### config.mk
export PLATFORM = sky130hd
export DESIGN_NAME = rf_wr_arbiter
export DESIGN_NICKNAME = d
export VERILOG_FILES = /design/src/rtl/rf_arb_pkg.sv /design/src/rtl/rf_arb_starve_ctr.sv /design/src/rtl/rf_wr_arbiter.sv
export SDC_FILE = /design/constraint.sdc
export NUM_CORES = 1
export LEC_CHECK = 0
export BUFFER_PORTS_ARGS = -buffer_cell sky130_fd_sc_hd__buf_2
export CELL_PAD_IN_SITES_DETAIL_PLACEMENT = 1
export CELL_PAD_IN_SITES_GLOBAL_PLACEMENT = 2
export CORE_MARGIN = 8
export CORE_UTILIZATION = 20
export CTS_CLUSTER_SIZE = 14
export DETAILED_ROUTE_END_ITERATION = 10
export HOLD_SLACK_MARGIN = 0.06
export PLACE_DENSITY = 0.76
export SLEW_MARGIN = 20
export SYNTH_ARGS = -nofsm -noshare
export SYNTH_HDL_FRONTEND = slang
export SYNTH_HIERARCHICAL = 1
export SYNTH_SLANG_ARGS = --single-unit
### constraint.sdc
create_clock -name i_clk -period 2.2 [get_ports i_clk]
set_input_delay 0.11 -clock i_clk [delete_from_list [all_inputs] [get_ports i_clk]]
set_output_delay 0.11 -clock i_clk [all_outputs]
set_load 0.01 [all_outputs]
### src/rtl/rf_arb_pkg.sv
// Shared types for the register-file write-port arbiter: FSM state encodings,
// requester IDs and the starvation counter width.
package rf_arb_pkg;

    typedef enum logic [1:0] {
        ST_IDLE  = 2'd0,
        ST_WAIT  = 2'd1,
        ST_FORCE = 2'd2
    } arb_state_e;

    localparam int REQ_WB  = 0;
    localparam int REQ_MDU = 1;
    localparam int REQ_DBG = 2;
    localparam int NUM_REQ = 3;

    // MAX_WAIT tops out at 15, so four bits always suffice
    localparam int CNT_W = 4;

endpackage

### src/rtl/rf_arb_starve_ctr.sv
// MDU starvation counter: clears, increments while blocked, and flags the
// terminal count at MAX_WAIT. Holds whenever the global clock enable is low.
module rf_arb_starve_ctr
    import rf_arb_pkg::*;
#(
    parameter int MAX_WAIT = 4
) (
    input  logic i_clk,
    input  logic i_rst,
    input  logic i_en,
    input  logic i_clr,
    input  logic i_inc,
    output logic o_tc
);

    logic [CNT_W-1:0] cnt_q, cnt_d;

    always_comb begin
        cnt_d = cnt_q;
        if (i_en) begin
            if (i_clr)
                cnt_d = '0;
            else if (i_inc && cnt_q != CNT_W'(MAX_WAIT))
                cnt_d = cnt_q + 1'b1;
        end
    end

    always_ff @(posedge i_clk) begin
        if (i_rst) cnt_q <= '0;
        else       cnt_q <= cnt_d;
    end

    assign o_tc = (cnt_q == CNT_W'(MAX_WAIT));

endmodule

### src/rtl/rf_wr_arbiter.sv
// Register-file write-port arbiter (WB > MDU > DBG) with an anti-starvation FSM
// that stalls WB for one slot. Define RF_ARB_PERF_EN to add perf counters.
module rf_wr_arbiter
    import rf_arb_pkg::*;
#(
    parameter int MAX_WAIT = 4,
    parameter int XLEN     = 32,
    parameter int AW       = 5
) (
    input  logic            i_clk,
    input  logic            i_rst,
    input  logic            i_clk_enable,
    input  logic            i_wb_we,
    input  logic [AW-1:0]   i_wb_addr,
    input  logic [XLEN-1:0] i_wb_data,
    input  logic            i_mdu_valid,
    input  logic [AW-1:0]   i_mdu_addr,
    input  logic [XLEN-1:0] i_mdu_data,
    output logic            o_mdu_ready,
    input  logic            i_dbg_halted,
    input  logic            i_dbg_we,
    input  logic [AW-1:0]   i_dbg_addr,
    input  logic [XLEN-1:0] i_dbg_data,
    output logic            o_dbg_ack,
    output logic            o_stall_wb,
    output logic            o_rf_we,
    output logic [AW-1:0]   o_rf_addr,
    output logic [XLEN-1:0] o_rf_data
`ifdef RF_ARB_PERF_EN
    ,
    output logic [31:0]     o_perf_mdu_wait,
    output logic [31:0]     o_perf_force
`endif
);

    arb_state_e          state_q, state_d;
    logic                stall_q, stall_d;
    logic                rf_we_q, rf_we_d;
    logic [AW-1:0]       rf_addr_q, rf_addr_d;
    logic [XLEN-1:0]     rf_data_q, rf_data_d;

    logic                en, in_force;
    logic                wb_req, mdu_req, dbg_req;
    logic                wb_gnt, mdu_gnt, dbg_gnt;
    logic                ctr_clr, ctr_inc, ctr_tc;
    logic [NUM_REQ-1:0]  gnt_vec;

    assign en       = i_clk_enable && !i_rst;
    assign in_force = (state_q == ST_FORCE);

    // A WB write to x0 never claims the port, leaving the slot to MDU/DBG
    assign wb_req  = i_wb_we && (i_wb_addr != '0) && !stall_q;
    assign mdu_req = i_mdu_valid;
    assign dbg_req = i_dbg_we && i_dbg_halted;

    always_comb begin
        wb_gnt  = 1'b0;
        mdu_gnt = 1'b0;
        dbg_gnt = 1'b0;
        if (en) begin
            if (in_force)     mdu_gnt = mdu_req;
            else if (wb_req)  wb_gnt  = 1'b1;
            else if (mdu_req) mdu_gnt = 1'b1;
            else if (dbg_req) dbg_gnt = 1'b1;
        end
    end

    assign o_mdu_ready = en && (in_force || !wb_req);
    assign o_dbg_ack   = dbg_gnt;

    always_comb begin
        gnt_vec          = '0;
        gnt_vec[REQ_WB]  = wb_gnt;
        gnt_vec[REQ_MDU] = mdu_gnt;
        gnt_vec[REQ_DBG] = dbg_gnt;
    end

    always_comb begin
        state_d = state_q;
        stall_d = stall_q;
        ctr_clr = 1'b0;
        ctr_inc = 1'b0;
        if (i_clk_enable) begin
            case (state_q)
                ST_IDLE: begin
                    if (mdu_req && wb_req) begin
                        state_d = ST_WAIT;
                        ctr_inc = 1'b1;
                    end
                end
                ST_WAIT: begin
                    // Dropped valid is a protocol violation; recover to IDLE
                    if (!mdu_req || mdu_gnt) begin
                        state_d = ST_IDLE;
                        ctr_clr = 1'b1;
                    end else if (ctr_tc) begin
                        state_d = ST_FORCE;
                        stall_d = 1'b1;
                    end else begin
                        ctr_inc = 1'b1;
                    end
                end
                ST_FORCE: begin
                    if (!mdu_req || mdu_gnt) begin
                        state_d = ST_IDLE;
                        stall_d = 1'b0;
                        ctr_clr = 1'b1;
                    end
                end
                default: begin
                    state_d = ST_IDLE;
                    stall_d = 1'b0;
                    ctr_clr = 1'b1;
                end
            endcase
        end
    end

    always_comb begin
        rf_we_d   = 1'b0;
        rf_addr_d = rf_addr_q;
        rf_data_d = rf_data_q;
        if (wb_gnt) begin
            rf_we_d   = 1'b1;
            rf_addr_d = i_wb_addr;
            rf_data_d = i_wb_data;
        end else if (mdu_gnt) begin
            rf_we_d   = (i_mdu_addr != '0);
            rf_addr_d = i_mdu_addr;
            rf_data_d = i_mdu_data;
        end else if (dbg_gnt) begin
            rf_we_d   = (i_dbg_addr != '0);
            rf_addr_d = i_dbg_addr;
            rf_data_d = i_dbg_data;
        end
    end

    always_ff @(posedge i_clk) begin
        if (i_rst) begin
            state_q   <= ST_IDLE;
            stall_q   <= 1'b0;
            rf_we_q   <= 1'b0;
            rf_addr_q <= '0;
            rf_data_q <= '0;
        end else if (i_clk_enable) begin
            state_q   <= state_d;
            stall_q   <= stall_d;
            rf_we_q   <= rf_we_d;
            rf_addr_q <= rf_addr_d;
            rf_data_q <= rf_data_d;
        end
    end

    always_ff @(posedge i_clk) begin
        if (!i_rst) begin
            assert ($onehot0(gnt_vec));
            assert (stall_q == in_force);
        end
    end

    rf_arb_starve_ctr #(.MAX_WAIT(MAX_WAIT)) u_ctr (
        .i_clk (i_clk),
        .i_rst (i_rst),
        .i_en  (i_clk_enable),
        .i_clr (ctr_clr),
        .i_inc (ctr_inc),
        .o_tc  (ctr_tc)
    );

    assign o_stall_wb = stall_q;
    assign o_rf_we    = rf_we_q;
    assign o_rf_addr  = rf_addr_q;
    assign o_rf_data  = rf_data_q;

`ifdef RF_ARB_PERF_EN
    logic [31:0] perf_wait_q, perf_wait_d;
    logic [31:0] perf_force_q, perf_force_d;

    always_comb begin
        perf_wait_d  = perf_wait_q;
        perf_force_d = perf_force_q;
        if (i_clk_enable) begin
            if ((state_q == ST_WAIT || state_q == ST_FORCE) && mdu_req && perf_wait_q != '1)
                perf_wait_d = perf_wait_q + 32'd1;
            if (state_q == ST_WAIT && state_d == ST_FORCE && perf_force_q != '1)
                perf_force_d = perf_force_q + 32'd1;
        end
    end

    always_ff @(posedge i_clk) begin
        if (i_rst) begin
            perf_wait_q  <= '0;
            perf_force_q <= '0;
        end else begin
            perf_wait_q  <= perf_wait_d;
            perf_force_q <= perf_force_d;
        end
    end

    assign o_perf_mdu_wait = perf_wait_q;
    assign o_perf_force    = perf_force_q;
`endif

endmodule
After elaboration in Yosys (flattened, before gate mapping)
Index checks and enable logic that the tools add are counted.
W data, S select, Z words.
- register bits: 45
- latch bits: 0
- memory bits (writable): 0
- ROM bits: 0
- input port bits: 118
- word-level logic and storage cells: 81
- memories: 0
- add/sub/neg operators: 1
- multipliers: 0
- div/mod/pow operators: 0
- magnitude comparators: 0
- eq/ne operators: 9
- shift-type cells: 0
- muxes and demuxes: 40
- bitwise gates (word level): 1
- reduce and logical (&&, ||, !) cells: 24
- operators with widths (kind ; count):
    $mux W32 ; 3
    $mux W1 ; 24
    $mux W5 ; 3
    $reduce_bool A5 Y1 ; 3
    $mux W2 ; 4
    $mux W4 ; 2
    $logic_and A1 B1 Y1 ; 7
    $ne A2 B2 Y1 const B ; 3
    $pmux W2 S3 ; 1
    $reduce_and A5 Y1 ; 1
    $add A4 B1 Y4 const B ; 1
    $eq A4 B3 Y1 const B ; 1
    $logic_not A1 Y1 ; 4
    $ne A4 B3 Y1 const B ; 1
    $pmux W1 S2 ; 2
    $reduce_and A2 Y1 ; 2
    $reduce_and A4 Y1 ; 1
    $ne A3 B3 Y1 const B ; 1
    $pmux W1 S3 ; 1
    $reduce_bool A3 Y1 ; 1
    $eq A2 B1 Y1 const B ; 1
    $eq A2 B2 Y1 const B ; 1
    $logic_not A2 Y1 ; 1
    $logic_or A1 B1 Y1 ; 2
    4 further kinds ; 4

Depth between registers and ports, before layout
- depth after elaboration: 13
- mapped depth: 9
- gate-level depth less buffers: 9

Modules after synthesis
The synthesis kept the hierarchy.
- modules (own cells, without submodules) (module ; times used ; cells an instance ; area each (um2)):
    rf_wr_arbiter ; 1 ; 265 ; 2177.1
    rf_arb_starve_ctr ; 1 ; 26 ; 242.7

Least setup slack after synthesis
OpenSTA, ideal clock, no wires.
- path type: register to register
- from: register stall_q (netlist: o_stall_wb)
- to: register u_ctr.cnt_q[3]
- arrival time: 2.084 ns
- required time: 2.104 ns
- path slack: 0.020 ns
- stages on the path, launching flop included: 10
- path through: dfxtp_1 nand2b_1 a21o_1 buf_2 o21ai_1 o2bb2ai_1 and3_1 nand2_1 or3_4 o41ai_2
- longest elaborated chain between the ends: 12
- elaborated cells on any way between the ends: 18
- classes of those cells: 11 x mux; 7 x reduce/logical
- ends and longest elaborated chain (what ; RTL line ; text):
    start: declaration ; rf_wr_arbiter.sv:37 ; logic stall_q, stall_d;
    start signal: assignment ; rf_wr_arbiter.sv:147 ; stall_q <= stall_d;
    $logic_not A1 Y1 * ; rf_wr_arbiter.sv:52 ; assign wb_req = i_wb_we && (i_wb_addr != '0) && !stall_q;
    $logic_and A1 B1 Y1 * ; rf_wr_arbiter.sv:52 ;
    $mux W1 ; rf_wr_arbiter.sv:62 ; else if (wb_req) wb_gnt = 1'b1;
    $mux W1 ; rf_wr_arbiter.sv:61 ; if (in_force) mdu_gnt = mdu_req;
    $mux W1 ; rf_wr_arbiter.sv:60 ; if (en) begin
    $logic_or A1 B1 Y1 ; rf_wr_arbiter.sv:93 ; if (!mdu_req || mdu_gnt) begin
    $mux W1 ; rf_wr_arbiter.sv:93 ;
    $pmux W1 S2 * ; rf_wr_arbiter.sv:84 ; case (state_q)
    $mux W1 * ; rf_wr_arbiter.sv:83 ; if (i_clk_enable) begin
    named net ctr_inc ; rf_wr_arbiter.sv:45 ; logic ctr_clr, ctr_inc, ctr_tc;
    $logic_and A1 B1 Y1 * ; rf_arb_starve_ctr.sv:23 ; else if (i_inc && cnt_q != CNT_W'(MAX_WAIT))
    $reduce_bool A2 Y1 (no line) * ; n/a ;
    $reduce_and A2 Y1 (no line) * ; n/a ;
    end signal: assignment ; rf_arb_starve_ctr.sv:30 ; else cnt_q <= cnt_d;
    end: declaration ; rf_arb_starve_ctr.sv:16 ; logic [CNT_W-1:0] cnt_q, cnt_d;
Mark *: on every way through the listed nets, which the timed path passes. The rest lies on a longest branch.
A chain may end at the register's enable or synchronous reset.

Worst setup path after layout
- from: register state_q[0]
- to: output port o_dbg_ack
- longest elaborated chain between the ends: 3
- ends and longest elaborated chain (what ; RTL line ; text):
    start: declaration ; rf_wr_arbiter.sv:36 ; arb_state_e state_q, state_d;
    start signal: assignment ; rf_wr_arbiter.sv:146 ; state_q <= state_d;
    $eq A2 B2 Y1 ; rf_wr_arbiter.sv:49 ; assign in_force = (state_q == ST_FORCE);
    $mux W1 ; rf_wr_arbiter.sv:61 ;
    $mux W1 ; rf_wr_arbiter.sv:60 ;
    end: declaration ; rf_wr_arbiter.sv:24 ; output logic o_dbg_ack,
Every way passes these cells.

==> metrics.txt <==
outcome complete, no violations; initial antenna violation count 0; largest area contributor in the netlist dfxtp_1; critical-path cell list inv_1 -> ha_2 -> or3b_4 -> nor3_4 -> buf_6 -> nand2_2 -> inv_1 -> buf_2; Post-Syn Area between 2000 and 2500 um2; Ys Warns 6; PwrDens around 550 nW/um2; syn avg cell area ~8.3 um2; grt ovf 0; first-pass GRT wire length about 18 mm; die area 15,900 um2; most numerous cell in the Yosys netlist dfxtp_1; Layout fillers roughly 1,500; Mapped Nets between 400 and 500; Overall Power 2.17 mW; Max Transition Viols Final 0; minimum clock period 2.05 ns; Leak about 1.8 nW; Post-Route WL 11.5 mm; number of global-route vias before repair 3,312; post-synthesis instance total roughly 290; Clock Skews a little over 0.009 ns; Routability Congestion 0.804; RSZ-0062 raised after global routing yes; Worst-path clk slew 0.07 ns; cell-internal power approximately 1.5 mW; number of synthesized flops with an enable pin 0; top cells by area, synth dfxtp_1, a221o_1, nand3_1; max-cap viol count 0; synth unique cells 42; peak supply drop 281 uV; clock sink count 45; sequential area share after synthesis 37.2%; Detail Route Antenna Nets 0; share of power burned in the clock network approximately 37%; Worst Setup End Kind output port; Setup violations, final 0; critical path arrival between 1.5 and 2 ns; CTS root buffer clkbuf_16; CP peak stage delay between 0.4 and 0.5 ns; Final Hold Viols 0; HP Class in2reg; largest net degree at the start of global routing 48; ys flop type dfxtp_1; Req. time, crit path ~2.1 ns; hold path start i_mdu_data[9]; initial core utilization 20.3%; fin crit share 93.1%; Top delay family on crit path simple AND/OR/NAND/NOR gates; routed wire length per instance roughly 18 um; worst slew pin tran 0.623 ns; Yosys top cell area share a little under two fifths; clk_lat worst skew 0.29 ns; multi-input logic area between 1000 and 1500 um2; Clock Tree Buf Depth 2; critical path launch point type flip-flop; CP most frequent cell inv_1; fmax slightly below 500 MHz; Sw Share 29.1%; drt initial violations ~110; synthesis-to-finish area growth 61.9%; Buffers & Inverters on Critical Path 4; clock tree from TritonCTS done; combinational share of power 21.8%; share of cells above drive strength 1 41.3%; Sequential Power Share 41.5%; total core area ~12,000 um2; Setup CP Type reg2out; setup bufs post-CTS 0; Final nets 601; post-DR vias/cell between 4 and 5; ys async rst share 0%; CTS Buf Count 5; Die X 126 um; Switch Pwr about 0.63 mW; Critical-path top delay cell or3b_4; DR pass1 iterations 4; drc violations 0; post-synthesis register bit count 45; Die H approximately 130 um; Slew headroom 58.4%; Ports 159; fin util 32.9%; most common library cells after synthesis dfxtp_1, nand2_1, nand3_1; row cnt 40; H-tree depth 2; Critical Path Fanout Max 6; GRT Resource Usage Total 13.6%; ANT cells 0; hpwl dp 8.31 mm; r2r startpoint u_ctr/cnt_q[0]$_SDFFE_PP0P_; Critical Path Start state_q[0]$_SDFFE_PP0P_; IO Port Bufs approximately 160; vias after detailed routing 3,033; register area approximately 910 um2
==> stage by stage <==
stage,area (um2),worst slack (ns),TNS (ns),hold WS (ns),std cells
3_5_place_dp,3410,0.0128,0,0.339,585
3_3_place_gp,3410,0.100,0,0.333,585
4_1_cts,3880,0.0361,0,0.0676,625
5_1_grt,3920,-0.0141,-0.0141,0.0736,626
6_report,3920,0.153,0,0.0726,626
2_1_floorplan,2420,0.0204,0,0.211,291
==> worst reg2reg max path: cells and delay by family (launching register included) <==
family | cells | cell delay [ns]
fa+ha+maj | 1 | 0.17
simple gates | 5 | 0.97
compound gates | 2 | 0.39
buf+inv | 1 | 0.04
flops | 1 | 0.37
==> sequential cells by signal, summed over array words and instances (netlist names) <==
name / flops
u_ctr/cnt_q: 4
o_stall_wb: 1
o_rf_addr: 5
o_rf_we: 1
state_q: 2
o_rf_data: 32
==> layer usage <==
layer | routed length [um] | GRT usage [%] | vias up
li1 | - | - | 1473
met4 | 118 | 3.89 | 0
met5 | 0 | 0 | -
met2 | 5580 | 23.5 | 107
met1 | 5090 | 15.9 | 1446
met3 | 705 | 3.88 | 7
==> layout by cell type, fill, tap and decap left out, types with 4 or more instances in the layout <==
cell type and count:
clkbuf_16 5, nor2_1 10, nand2_1 36, dfxtp_1 42, o32ai_1 5, inv_1 10
buf_2 158, dlygate4sd3_1 32, a221o_1 34, o21ai_1 9, ha_1 4, buf_4 11
nand3_1 35, o21ai_0 25
==> cell type report <==
type | instances | area share [%]
sequential | 45 | 23.1
tap | 147 | 4.69
timing repair buffer | 204 | 31.8
inverter | 10 | 0.958
clock buffer | 5 | 3.19
multi-input combinational | 212 | 35.6
clock inverter | 3 | 0.639
==> final timing paths <==
kind                                      end  slack, ns  cells past startpoint
hold / removal      o_rf_data[9]$_SDFFE_PP0P_       0.07                      2
setup / recovery                    o_dbg_ack       0.15                      8
setup reg to reg  u_ctr/cnt_q[3]$_SDFFE_PP0P_       0.15                      9
hold reg to reg    o_rf_data[18]$_SDFFE_PP0P_       0.48                      1
==> kinds of logic after synthesis <==
logic type / share of synthesized area, %
flip-flops: 37.2
adder cells (fa/ha/maj): 2.59
buffers and inverters: 6.77
multiplexers: 0.414
AND/OR/NAND/NOR: 22.5
AO/OA/AOI/OAI: 30.5
==> power by group through the flow <==
stage,Combinational [mW],Clock [mW],Sequential [mW]
floorplan,0.165,0,0.939
global placement,0.412,0,0.917
detailed placement,0.420,0,0.917
CTS,0.467,0.821,0.899
global route,0.517,0.864,0.906
finish,0.473,0.793,0.899
==> repair_timing <==
item / in CTS / in global routing
cloned: 0 / 1
hold endpoints to repair: 32 / 0
resized for setup: 2 / 10
hold buffers: 32 / 0
setup endpoints to repair: 2 / 39
pin swaps: 0 / 2
Note: power is estimated with default switching activity, not from simulation.
